==> config.mk <==
export PLATFORM = sky130hd
export DESIGN_NAME = fpa_share_arbiter
export DESIGN_NICKNAME = d
export VERILOG_FILES = /design/src/rtl/fpa_pkg.sv /design/src/rtl/fpa_share_arbiter_rr_pick.sv /design/src/rtl/fpa_share_arbiter.sv
export SDC_FILE = /design/constraint.sdc
export NUM_CORES = 1
export LEC_CHECK = 0
export CAP_MARGIN = 25
export CORE_MARGIN = 5
export CORE_UTILIZATION = 25
export CTS_CLUSTER_SIZE = 14
export DETAILED_ROUTE_END_ITERATION = 8
export PLACE_DENSITY_LB_ADDON = 0.3
export SYNTH_ARGS = -nofsm -noshare
export SYNTH_HDL_FRONTEND = slang
export SYNTH_HIERARCHICAL = 1
export SYNTH_SLANG_ARGS = --single-unit
==> constraint.sdc <==
create_clock -name clk -period 2.8 [get_ports clk]
set_input_delay 0.42 -clock clk [delete_from_list [all_inputs] [get_ports clk]]
set_output_delay 0.42 -clock clk [all_outputs]
set_load 0.005 [all_outputs]
==> src/rtl/fpa_pkg.sv <==
// fpa_pkg
// Shared definitions for the 8-bit floating-point adder sharing logic.
//   - controller state encodings (3-bit constants)
//   - operand field positions: sign[7] exp[6:3] mant[2:0]
//   - operand and exception-flag widths
package fpa_pkg;

    // Arbiter controller states
    localparam logic [2:0] IDLE  = 3'd0;
    localparam logic [2:0] ISSUE = 3'd1;
    localparam logic [2:0] WAIT  = 3'd2;
    localparam logic [2:0] RESP  = 3'd3;
    localparam logic [2:0] ABORT = 3'd4;
    localparam logic [2:0] DRAIN = 3'd5;

    // Operand field layout
    localparam int SIGN     = 7;
    localparam int EXP_MSB  = 6;
    localparam int EXP_LSB  = 3;
    localparam int MANT_MSB = 2;

    localparam int OP_W  = SIGN + 1;
    localparam int EXC_W = 4;

endpackage

==> src/rtl/fpa_share_arbiter_rr_pick.sv <==
// rr_pick
// Combinational round-robin selector. Searches req starting at ptr and
// wrapping upward; reports the first set bit as a one-hot grant and index.
// Ports:
//   req   in  N    request vector
//   ptr   in  IDW  search start position (0..N-1)
//   gnt   out N    one-hot grant, all zero when nothing is requested
//   idx   out IDW  index of the granted requester (0 when none)
//   found out 1    at least one request is set
module rr_pick #(
    parameter int N   = 4,
    parameter int IDW = 3
) (
    input  logic [N-1:0]   req,
    input  logic [IDW-1:0] ptr,
    output logic [N-1:0]   gnt,
    output logic [IDW-1:0] idx,
    output logic           found
);

    localparam int PW = $clog2(N);

    int          pos;
    logic [PW-1:0] sel;

    // Walk the N positions in rotated order; the first hit wins and
    // later hits are masked by 'found'.
    always_comb begin
        gnt   = '0;
        idx   = '0;
        found = 1'b0;
        pos   = 0;
        sel   = '0;
        for (int k = 0; k < N; k++) begin
            pos = (int'(ptr) + k) % N;
            sel = PW'(pos);
            if (!found && req[sel]) begin
                found    = 1'b1;
                gnt[sel] = 1'b1;
                idx      = IDW'(sel);
            end
        end
    end

endmodule

==> src/rtl/fpa_share_arbiter.sv <==
// fpa_share_arbiter
// Shares one 8-bit floating-point adder among N requesters. A round-robin
// pick latches one requester's operands, pulses the adder start, waits for
// done (guarded by a watchdog) and returns a tagged response.
// Ports:
//   clk, clr            clock and synchronous active-high reset
//   req, op_a, op_b     per-requester request level and packed operands
//   gnt                 one-hot pulse when a requester's operands are taken
//   busy                controller is not idle
//   rsp_valid/id/ans/except/timeout  one-cycle tagged response
//   fpa_clr/start/a/b   control and operands toward the adder
//   fpa_ans/except/done result and done level from the adder
module fpa_share_arbiter
    import fpa_pkg::*;
#(
    parameter int N       = 4,
    parameter int TIMEOUT = 32,
    parameter int IDW     = 3
) (
    input  logic                clk,
    input  logic                clr,
    input  logic [N-1:0]        req,
    input  logic [OP_W*N-1:0]   op_a,
    input  logic [OP_W*N-1:0]   op_b,
    output logic [N-1:0]        gnt,
    output logic                busy,
    output logic                rsp_valid,
    output logic [IDW-1:0]      rsp_id,
    output logic [OP_W-1:0]     rsp_ans,
    output logic [EXC_W-1:0]    rsp_except,
    output logic                rsp_timeout,
    output logic                fpa_clr,
    output logic                fpa_start,
    output logic [OP_W-1:0]     fpa_a,
    output logic [OP_W-1:0]     fpa_b,
    input  logic [OP_W-1:0]     fpa_ans,
    input  logic [EXC_W-1:0]    fpa_except,
    input  logic                fpa_done
);

    localparam int WDW = $clog2(TIMEOUT) + 1;

    logic [2:0]       state;
    logic [IDW-1:0]   rr_ptr;
    logic [IDW-1:0]   id_q;
    logic [WDW-1:0]   wd;
    logic [OP_W-1:0]  a_q, b_q, ans_q;
    logic [EXC_W-1:0] exc_q;

    logic [N-1:0]     pick_gnt;
    logic [IDW-1:0]   pick_idx;
    logic             pick_found;
    logic [OP_W-1:0]  sel_a, sel_b;
    logic [IDW-1:0]   next_ptr;
    logic             wd_last;

    rr_pick #(.N(N), .IDW(IDW)) u_pick (
        .req   (req),
        .ptr   (rr_ptr),
        .gnt   (pick_gnt),
        .idx   (pick_idx),
        .found (pick_found)
    );

    // One-hot operand mux driven by the picker's grant.
    always_comb begin
        sel_a = '0;
        sel_b = '0;
        for (int i = 0; i < N; i++) begin
            if (pick_gnt[i]) begin
                sel_a = op_a[i*OP_W +: OP_W];
                sel_b = op_b[i*OP_W +: OP_W];
            end
        end
    end

    assign next_ptr = (id_q == IDW'(N - 1)) ? '0 : id_q + 1'b1;
    assign wd_last  = (wd == WDW'(TIMEOUT - 1));

    // Controller state, operand/result latches and watchdog. The watchdog
    // bounds both the wait for done and the wait for done to drop again.
    always_ff @(posedge clk) begin
        if (clr) begin
            state  <= IDLE;
            rr_ptr <= '0;
            id_q   <= '0;
            wd     <= '0;
            a_q    <= '0;
            b_q    <= '0;
            ans_q  <= '0;
            exc_q  <= '0;
        end else begin
            case (state)
                IDLE: begin
                    if (pick_found) begin
                        a_q   <= sel_a;
                        b_q   <= sel_b;
                        id_q  <= pick_idx;
                        state <= ISSUE;
                    end
                end
                ISSUE: begin
                    wd    <= '0;
                    state <= WAIT;
                end
                WAIT: begin
                    wd <= wd + 1'b1;
                    // done wins over a watchdog expiry in the same cycle
                    if (fpa_done) begin
                        ans_q <= fpa_ans;
                        exc_q <= fpa_except;
                        state <= RESP;
                    end else if (wd_last) begin
                        ans_q <= '0;
                        exc_q <= '0;
                        state <= ABORT;
                    end
                end
                RESP, ABORT: begin
                    rr_ptr <= next_ptr;
                    wd     <= '0;
                    state  <= DRAIN;
                end
                DRAIN: begin
                    // a level-held done must fall before the next issue
                    if (!fpa_done || wd_last) begin
                        state <= IDLE;
                    end else begin
                        wd <= wd + 1'b1;
                    end
                end
                default: state <= IDLE;
            endcase
        end
    end

    // Strobes decode from state; clr masks them so a reset cycle is quiet.
    assign gnt         = (!clr && state == IDLE) ? pick_gnt : '0;
    assign busy        = !clr && (state != IDLE);
    assign fpa_start   = !clr && (state == ISSUE);
    assign rsp_valid   = !clr && (state == RESP || state == ABORT);
    assign rsp_timeout = !clr && (state == ABORT);
    assign fpa_clr     = clr || (state == ABORT);

    assign rsp_id     = id_q;
    assign rsp_ans    = ans_q;
    assign rsp_except = exc_q;
    assign fpa_a      = a_q;
    assign fpa_b      = b_q;

endmodule

* Yosys cells after proc, flatten, opt, wreduce, memory -nomap -nowiden *
Cells that the tools add are included.

operators by class
  add/subtract/negate cells = 5
  $mul = 0
  div/mod/pow operators = 0
  magnitude comparators = 8
  equality and inequality tests = 11
  shift-type cells = 0
  multiplexer cells = 49
  bitwise operators = 3
  reduce and logical (&&, ||, !) cells = 30

operators by type and width
  kind                                                                                  number
  8-bit 2-to-1 mux                                                                      10
  4-bit 2-to-1 mux                                                                      7
  3-bit 2-to-1 mux                                                                      7
  6-bit case mux with 3 select lines                                                    1
  3-bit case mux with 5 select lines                                                    1
  1-bit logical AND                                                                     12
  2-bit by 3-bit less-than comparator with 1-bit output (second input constant)         4
  1-bit 2-to-1 mux                                                                      12
  4-bit OR                                                                              3
  3-bit by 2-bit equality test with 1-bit output (second input constant)                3
  1-bit binary-select mux with 2-bit select                                             4
  1-bit demux with 2-bit select                                                         4
  2-bit by 1-bit greater-or-equal comparator with 1-bit output (second input constant)  4
  6-bit by 1-bit adder with 6-bit output (second input constant)                        1
  3-bit equality test (second input constant)                                           2
  6-bit by 5-bit equality test with 1-bit output (second input constant)                1
  6-bit 2-to-1 mux                                                                      1
  2-bit inequality test (second input constant)                                         3
  2-bit AND reduction                                                                   3
  3-bit nonzero test                                                                    2
  1-bit zero test                                                                       5
  2-bit by 1-bit adder with 2-bit output (second input constant)                        2
  2-bit adder (second input constant)                                                   2
  2-bit 2-to-1 mux                                                                      2
  8 further kinds                                                                       10

word-level totals
  bits in registers = 42
  bits in latches = 0
  RAM bits = 0
  memory bits (read-only) = 0
  logic and storage cells = 114
  memories = 0

* Depth between registers and ports, before layout *
Gate-level depths: netlist (run 1).

  depth in word-level cells = 16
  depth in mapped cells = 14

* Hierarchy *
The synthesis (run 1) kept the hierarchy.

by module, submodules not included
  module             times used  cells each  area each (um^2)  seq. area each (um^2)
  fpa_share_arbiter  1           300         2444.8            860.8
  rr_pick            1           47          432.9             0.0

* Worst setup path after synthesis (run 1) *
OpenSTA, ideal clock, no wires.

  kind = register -> output
  start point = reg rr_ptr[0]
  end point = out gnt[3]
  data arrival time = 2.515 ns
  required time = 2.380 ns
  setup slack = -0.135 ns
  stages on the path, launching flop included = 12
  path buffers = 4
  cell sequence = dfxtp_1 buf_6 inv_1 ha_1 mux4_2 buf_6 nor4b_4 a22oi_1 o21ai_0 clkbuf_1 clkbuf_1 and2_1

on the way
  word-level cells in the longest chain between the ends = 13

ends and longest elaborated chain
  what                                                                                            RTL line                         text
  start, declared                                                                                 fpa_share_arbiter.sv:44          logic [IDW-1:0] rr_ptr;
  start signal, assigned                                                                          fpa_share_arbiter.sv:120         rr_ptr <= next_ptr;
  branches (longest 11 deep; another with 2-bit by 3-bit less-than comparator with 1-bit output)  -
  4-bit 2-to-1 mux (*)                                                                            fpa_share_arbiter_rr_pick.sv:37  if (!found && req[sel]) begin
  net pick_gnt[3]                                                                                 fpa_share_arbiter.sv:50          logic [N-1:0] pick_gnt;
  4-bit 2-to-1 mux (*)                                                                            fpa_share_arbiter.sv:138         assign gnt = (!clr && state == IDLE) ? pick_gnt : '0;
  end, declared                                                                                   fpa_share_arbiter.sv:25          output logic [N-1:0] gnt,

Mark *: on every way through the listed nets, which the timed path passes. The select of a mux whose other input is x is not followed.

* Worst setup path in the final report (run 1) *
  start point = reg rr_ptr[0]
  end point = out gnt[1]

The elaborated chain is that of the path after synthesis.

==> results of run 1 <==
state kept, by name, summed over array words and instances (netlist names):
signal      flops
rr_ptr          2
rsp_id          3
wd              6
fpa_a           8
state           3
fpa_b           8
rsp_ans         8
rsp_except      4
worst paths after layout:
path	endpoint	cells past startpoint	slack (ns)	from
max reg2reg	fpa_a[0]	12	0.01	rr_ptr[0]
min	rsp_except[0]	2	0.48	rsp_except[0]
max	gnt[1]	9	-0.02	rr_ptr[0]
min reg2reg	rsp_except[0]	2	0.48	rsp_except[0]
power groups by stage:
| stage | combinational (W) | sequential [W] | clock [W] |
|---|---|---|---|
| after floorplan | 0.00148 | 0.000852 | 0 |
| after global placement | 0.00226 | 0.000898 | 0 |
| after detailed placement | 0.00228 | 0.000901 | 0 |
| after CTS | 0.00258 | 0.000891 | 0.000621 |
| after global routing | 0.00302 | 0.000916 | 0.000647 |
| final | 0.00275 | 0.000892 | 0.000598 |
worst min-delay path, stage by stage, from the launching register on:
cell and delay [ns]:
dfxtp_1 0.31, o21ai_0 0.06, a21oi_1 0.06
per-layer routing:
metal / wire length, um / track usage [%]
met1: 4230 / 17.2
met2: 4700 / 24.4
met3: 1040 / 4.15
met4: 70 / 2.52
met5: 0 / 0
stage by stage:
step | hold WS [ns] | TNS (ns) | cell area (sq um) | util [%]
after floorplan | 0.456 | 0 | 2860 | -
after global placement | 0.465 | -7.80 | 4330 | 38.4
after detailed placement | 0.474 | -9.38 | 4330 | 38.4
after CTS | 0.484 | -0.578 | 4690 | 41.6
after global routing | 0.506 | -1.58 | 4840 | 42.9
final | 0.479 | -0.0232 | 4840 | 42.9
layout make-up:
cell class | instances | area [sq um]
clock inverters | 3 | 23.8
inverters | 10 | 41.3
fillers | 1127 | 6440
multi-input cells | 261 | 1950
repair buffers | 167 | 1670
flip-flops and latches | 42 | 848
well taps | 143 | 179
clock buffers | 5 | 125
timing repair:
item                       in CTS  in global routing
setup endpoints to repair      20                 20
pin swaps                      30                 25
buffers inserted               11                  9
gates resized for setup        49                 14
gates cloned                    1                  0
==> flow_summary_export.csv, run 1 <==
group,metric,value,unit
yosys,syn_area_per_cell,8.28,sq um
timing,max_freq,354,MHz
clocking,root_buffer,"clkbuf_16",
final_layout,final_nets,577,
power_and_ir_drop,p_switching,0.00168,W
timing,rsz0062_at_grt,"true",
grt,grt_overflow,0,
clocking,clk_path_buf_depth,2,
critical_path,cp_cell_sequence,"buf_6 > mux4_2 > nor4b_4 > buf_4 > a22oi_2 > o21ai_2 > buf_4 > and2_4 > buf_6",
timing,fin_crit,2.82,ns
grt,first_global_vias,3107,
critical_path,critPathBufInv,4,
timing,clock_skew,0.00386,ns
critical_path,path_max_fanout,4,
critical_path,cpPeakStageDelay,0.53,ns
final_layout,mostFrequentLayoutCells,"clkdlybuf4s50_1 (113), nor2_1 (43), dfxtp_1 (40), nand2_1 (37), buf_4 (31)",
power_and_ir_drop,ir_worst_vdd,484,uV
routing,drc,0,
critical_path,critPathSlowestCell,"mux4_2",
power_and_ir_drop,combPwrFrac,64.9,%
clocking,h-tree-depth,2,
critical_path,critPathTopFamily,"multiplexers",
yosys,syn_inst,343,
critical_path,cp.required,2.38,ns
timing,relSlewSlack,58.9,%
critical_path,endpoint_kind,"primary output",
critical_path,arrival,2.40,ns
clocking,cts_sinks,42,
power_and_ir_drop,powerDensity,876,nW/um^2
die,die_width,117,um
die,fp-row-count,39,
placed_design,dp.final_hpwl,7090,um
yosys,syn_area,2840,sq um
routing,drt-pass1-iter-count,4,
die,fp.dieH,117,um
placed_design,pre_cts_slack,-0.552,ns
power_and_ir_drop,totalPowerFinal,0.00424,W
power_and_ir_drop,sw_frac_of_total,39.5,%
routing,wirelength,10000,um
placed_design,io_buffers,122,
die,io_pins,123,
power_and_ir_drop,p_clk_share,14.1,%
routing,vias,3117,
timing,report.final.hold_viol_count,0,
timing,setup_viol,1,
routing,ant_nets,0,
clocking,cts_tree,"yes",
placed_design,dpl.cell_count,604,
power_and_ir_drop,internal-power,0.00256,W
die,core_area,11300,sq um
final_layout,diodes,0,
clocking,clock_latency,0.28,ns
grt,grtUsageTotal,14.0,%
placed_design,finalWeightedCongestion,0.783,
final_layout,drive_above_1_share,25.4,%
power_and_ir_drop,power.static_leakage,1.75,nW
clocking,cts_hold_buf,0,
critical_path,setup.worst_path.class,"reg2out",
routing,viasPerCell,4.94,
timing,drv_slew,0,
final_layout,final_common_cell,"clkdlybuf4s50_1",
timing,worst_pin_slew,0.616,ns
run_status,violations,"setup timing",
yosys,syn_nets,433,
job,cap_violations,0,
power_and_ir_drop,power_frac_seq,21.0,%
critical_path,cp-start-kind,"flop",
final_layout,final_cells,631,
routing,wl_per_cell,15.9,um
die,start_util,25.2,%
timing,period_share,101,%
grt,grt_max_degree,34,
grt,antenna_found_initial,0,
worst_hold_path,hold_path_class,"reg2reg",
grt,grt_pass1_wl,15500,um
yosys,yosys_warnings,6,
clocking,path_clk_slew,0.07,ns
run_status,outcome,"finished, violations left",
die,dieArea,13600,sq um
clocking,cts_buffers,5,
timing,fin_ws,-0.0232,ns
routing,first_iter_violations,193,
final_layout,area_growth,70.3,%
Note: power is estimated with default switching activity, not from simulation.
==> run 2, diff against run 1 <==
--- a/config.mk
+++ b/config.mk
@@ -5,7 +5,7 @@
 export SDC_FILE = /design/constraint.sdc
 export NUM_CORES = 1
 export LEC_CHECK = 0
-export CAP_MARGIN = 25
+export CAP_MARGIN = 20
 export CORE_MARGIN = 5
 export CORE_UTILIZATION = 25
 export CTS_CLUSTER_SIZE = 14
==> results of run 2 <==
The final DEF is identical to that of run 1; final timing and power are the same.
==> run 3, diff against run 2 <==
--- a/config.mk
+++ b/config.mk
@@ -6,6 +6,8 @@
 export NUM_CORES = 1
 export LEC_CHECK = 0
 export CAP_MARGIN = 20
+export CELL_PAD_IN_SITES_DETAIL_PLACEMENT = 1
+export CELL_PAD_IN_SITES_GLOBAL_PLACEMENT = 1
 export CORE_MARGIN = 5
 export CORE_UTILIZATION = 25
 export CTS_CLUSTER_SIZE = 14
==> run 3 against run 2 <==
  * The flow still finishes with violations (setup timing)
  * Count of clock-buffer cells in the layout increased by 2
  * Clock skew increased by 0.0028 ns
  * Register-to-register slack got worse by 0.02 ns
  * Hold slack got worse by 0.0021 ns
  * Sequential cell count unchanged
  * Maximum frequency increased by 0.37%
  * Power decreased by 1.5%
  * Cell count increased by 0.16%
  * Via count increased by 2.0%
  * First-iteration DRC count decreased by 39%
  * Sequential share of layout area increased by 0.26 points
  * Critical path type is now reg2reg
  * Largest power group unchanged
==> flow_summary_export.csv, run 3 (synthesis results as in run 1) <==
group,metric,value,unit
final_layout,post-route-util,42.3,%
final_layout,final_nets,578,
clocking,cts_buffers,5,
critical_path,setup.worst_path.class,"reg2reg",
critical_path,arrival,3.02,ns
routing,drc,0,
grt,antenna_found_initial,0,
power_and_ir_drop,power.static_leakage,1.73,nW
worst_hold_path,whs_path_depth,2,
die,start_util,25.2,%
critical_path,endpoint_kind,"flop",
die,die_width,117,um
final_layout,diodes,0,
timing,rsz0062_at_grt,"true",
routing,viasPerCell,5.03,
critical_path,critPathSlowestCell,"mux4_2",
final_layout,final_cells,632,
final_layout,mostFrequentLayoutCells,"clkdlybuf4s50_1 (113), nor2_1 (43), dfxtp_1 (40), nand2_1 (37), buf_4 (36)",
timing,relSlewSlack,57.5,%
job,cap_violations,0,
critical_path,cp.required,3.01,ns
critical_path,cp-start-kind,"flop",
routing,wl_per_cell,17.9,um
clocking,clk_path_buf_depth,2,
clocking,root_buffer,"clkbuf_16",
critical_path,path_max_fanout,7,
routing,first_iter_violations,118,
timing,worst_pin_slew,0.638,ns
clocking,h-tree-depth,2,
power_and_ir_drop,powerDensity,876,nW/um^2
timing,fin_ws,-0.0129,ns
timing,max_freq,356,MHz
routing,ant_nets,0,
timing,period_share,100,%
clocking,cts_sinks,42,
timing,drv_slew,0,
grt,grt_overflow,0,
die,fp.dieH,117,um
clocking,clock_latency,0.28,ns
placed_design,io_buffers,122,
power_and_ir_drop,ir_worst_vdd,376,uV
worst_hold_path,hold_path_class,"reg2reg",
die,dieArea,13600,sq um
placed_design,dp.final_hpwl,8120,um
timing,clock_skew,0.00670,ns
timing,fin_crit,2.81,ns
run_status,outcome,"finished, violations left",
routing,drt-pass1-iter-count,4,
critical_path,cpPeakStageDelay,0.51,ns
grt,grt_pass1_wl,16700,um
run_status,violations,"setup timing",
critical_path,reg2reg_depth,13,
timing,report.final.hold_viol_count,0,
placed_design,dpl.cell_count,607,
placed_design,finalWeightedCongestion,0.806,
placed_design,pre_cts_slack,-0.517,ns
routing,vias,3179,
timing,setup_viol,6,
final_layout,final_common_cell,"clkdlybuf4s50_1",
die,io_pins,123,
clocking,path_clk_slew,0.07,ns
die,fp-row-count,39,
clocking,cts_tree,"yes",
grt,grt_max_degree,33,
die,core_area,11300,sq um
grt,first_global_vias,3303,
final_layout,area_growth,67.8,%
routing,wirelength,11300,um
critical_path,cp_cell_sequence,"buf_6 > buf_6 > mux4_2 > nor4b_4 > buf_4 > a22oi_2 > o21ai_1 > buf_4 > and2b_2 > clkbuf_16 > a221oi_2 > o31a_1 > a211oi_2",
grt,grtUsageTotal,15.3,%
final_layout,drive_above_1_share,24.3,%
run 3: changes by cell type in the layout (fill, tap and decap cells not counted), sizes merged:
| cell | change |
|---|---|
| dlygate4sd2 | -1 |
| buf | -1 |
| clkinvlp | -2 |
| inv | -1 |
| clkinv | +1 |
| clkbuf | +5 |
run 3: final timing paths:
| path | start | slack, ns | endpoint |
|---|---|---|---|
| max reg2reg | rr_ptr[0] | -0.01 | fpa_b[7] |
| max | rr_ptr[0] | -0.01 | fpa_b[7] |
| min reg2reg | rsp_except[1] | 0.48 | rsp_except[1] |
| min | rsp_except[1] | 0.48 | rsp_except[1] |
run 3: repair_timing:
item | 4_1_cts | 5_1_grt
cloned | 0 | 1
setup endpoints to repair | 20 | 20
pin swaps | 4 | 29
resized for setup | 25 | 30
hold buffers | 0 | 0
setup buffers | 6 | 10
run 3: final cells by class:
| cell class | count | area [sq um] |
|---|---|---|
| multi-input cells | 261 | 1940 |
| clock inverters | 1 | 5.00 |
| repair buffers | 168 | 1610 |
| fillers | 1325 | 6510 |
| inverters | 10 | 41.3 |
| well taps | 143 | 179 |
| flip-flops and latches | 42 | 848 |
| clock buffers | 7 | 143 |
run 3: metal layers:
metal  GRT usage, %  part of all wire, %  vias to the layer above
li1               -                    -                     1544
met4           2.83                 0.76                        0
met3           5.39                   10                        6
met1           18.6                   43                     1515
met5              0                    0                        -
met2           26.5                   47                      114
run 3: power by group:
group | leakage, nW | total (W) | switching, W | internal, W
registers | 0.345 | 0.000888 | 0.000139 | 0.000748
clock network | 0.0739 | 0.000602 | 0.000247 | 0.000354
logic | 1.31 | 0.00268 | 0.00129 | 0.00139
run 3: critical path: cells and delay by family, from the launching register on:
kind	cells	cell delay, ns
flops	1	0.39
buf+inv	5	0.68
simple gates	2	0.41
compound gates	5	0.75
mux	1	0.51
run 3: through the flow:
stage	total power, W	TNS [ns]	instance area (sq um)	hold slack (ns)
finish	0.00417	-0.0531	4760	0.477
global route	0.00449	-2.04	4760	0.510
detailed placement	0.00323	-9.13	4320	0.470
floorplan	0.00234	0	2860	0.456
CTS	0.00392	-0.265	4540	0.481
global placement	0.00316	-6.58	4320	0.465
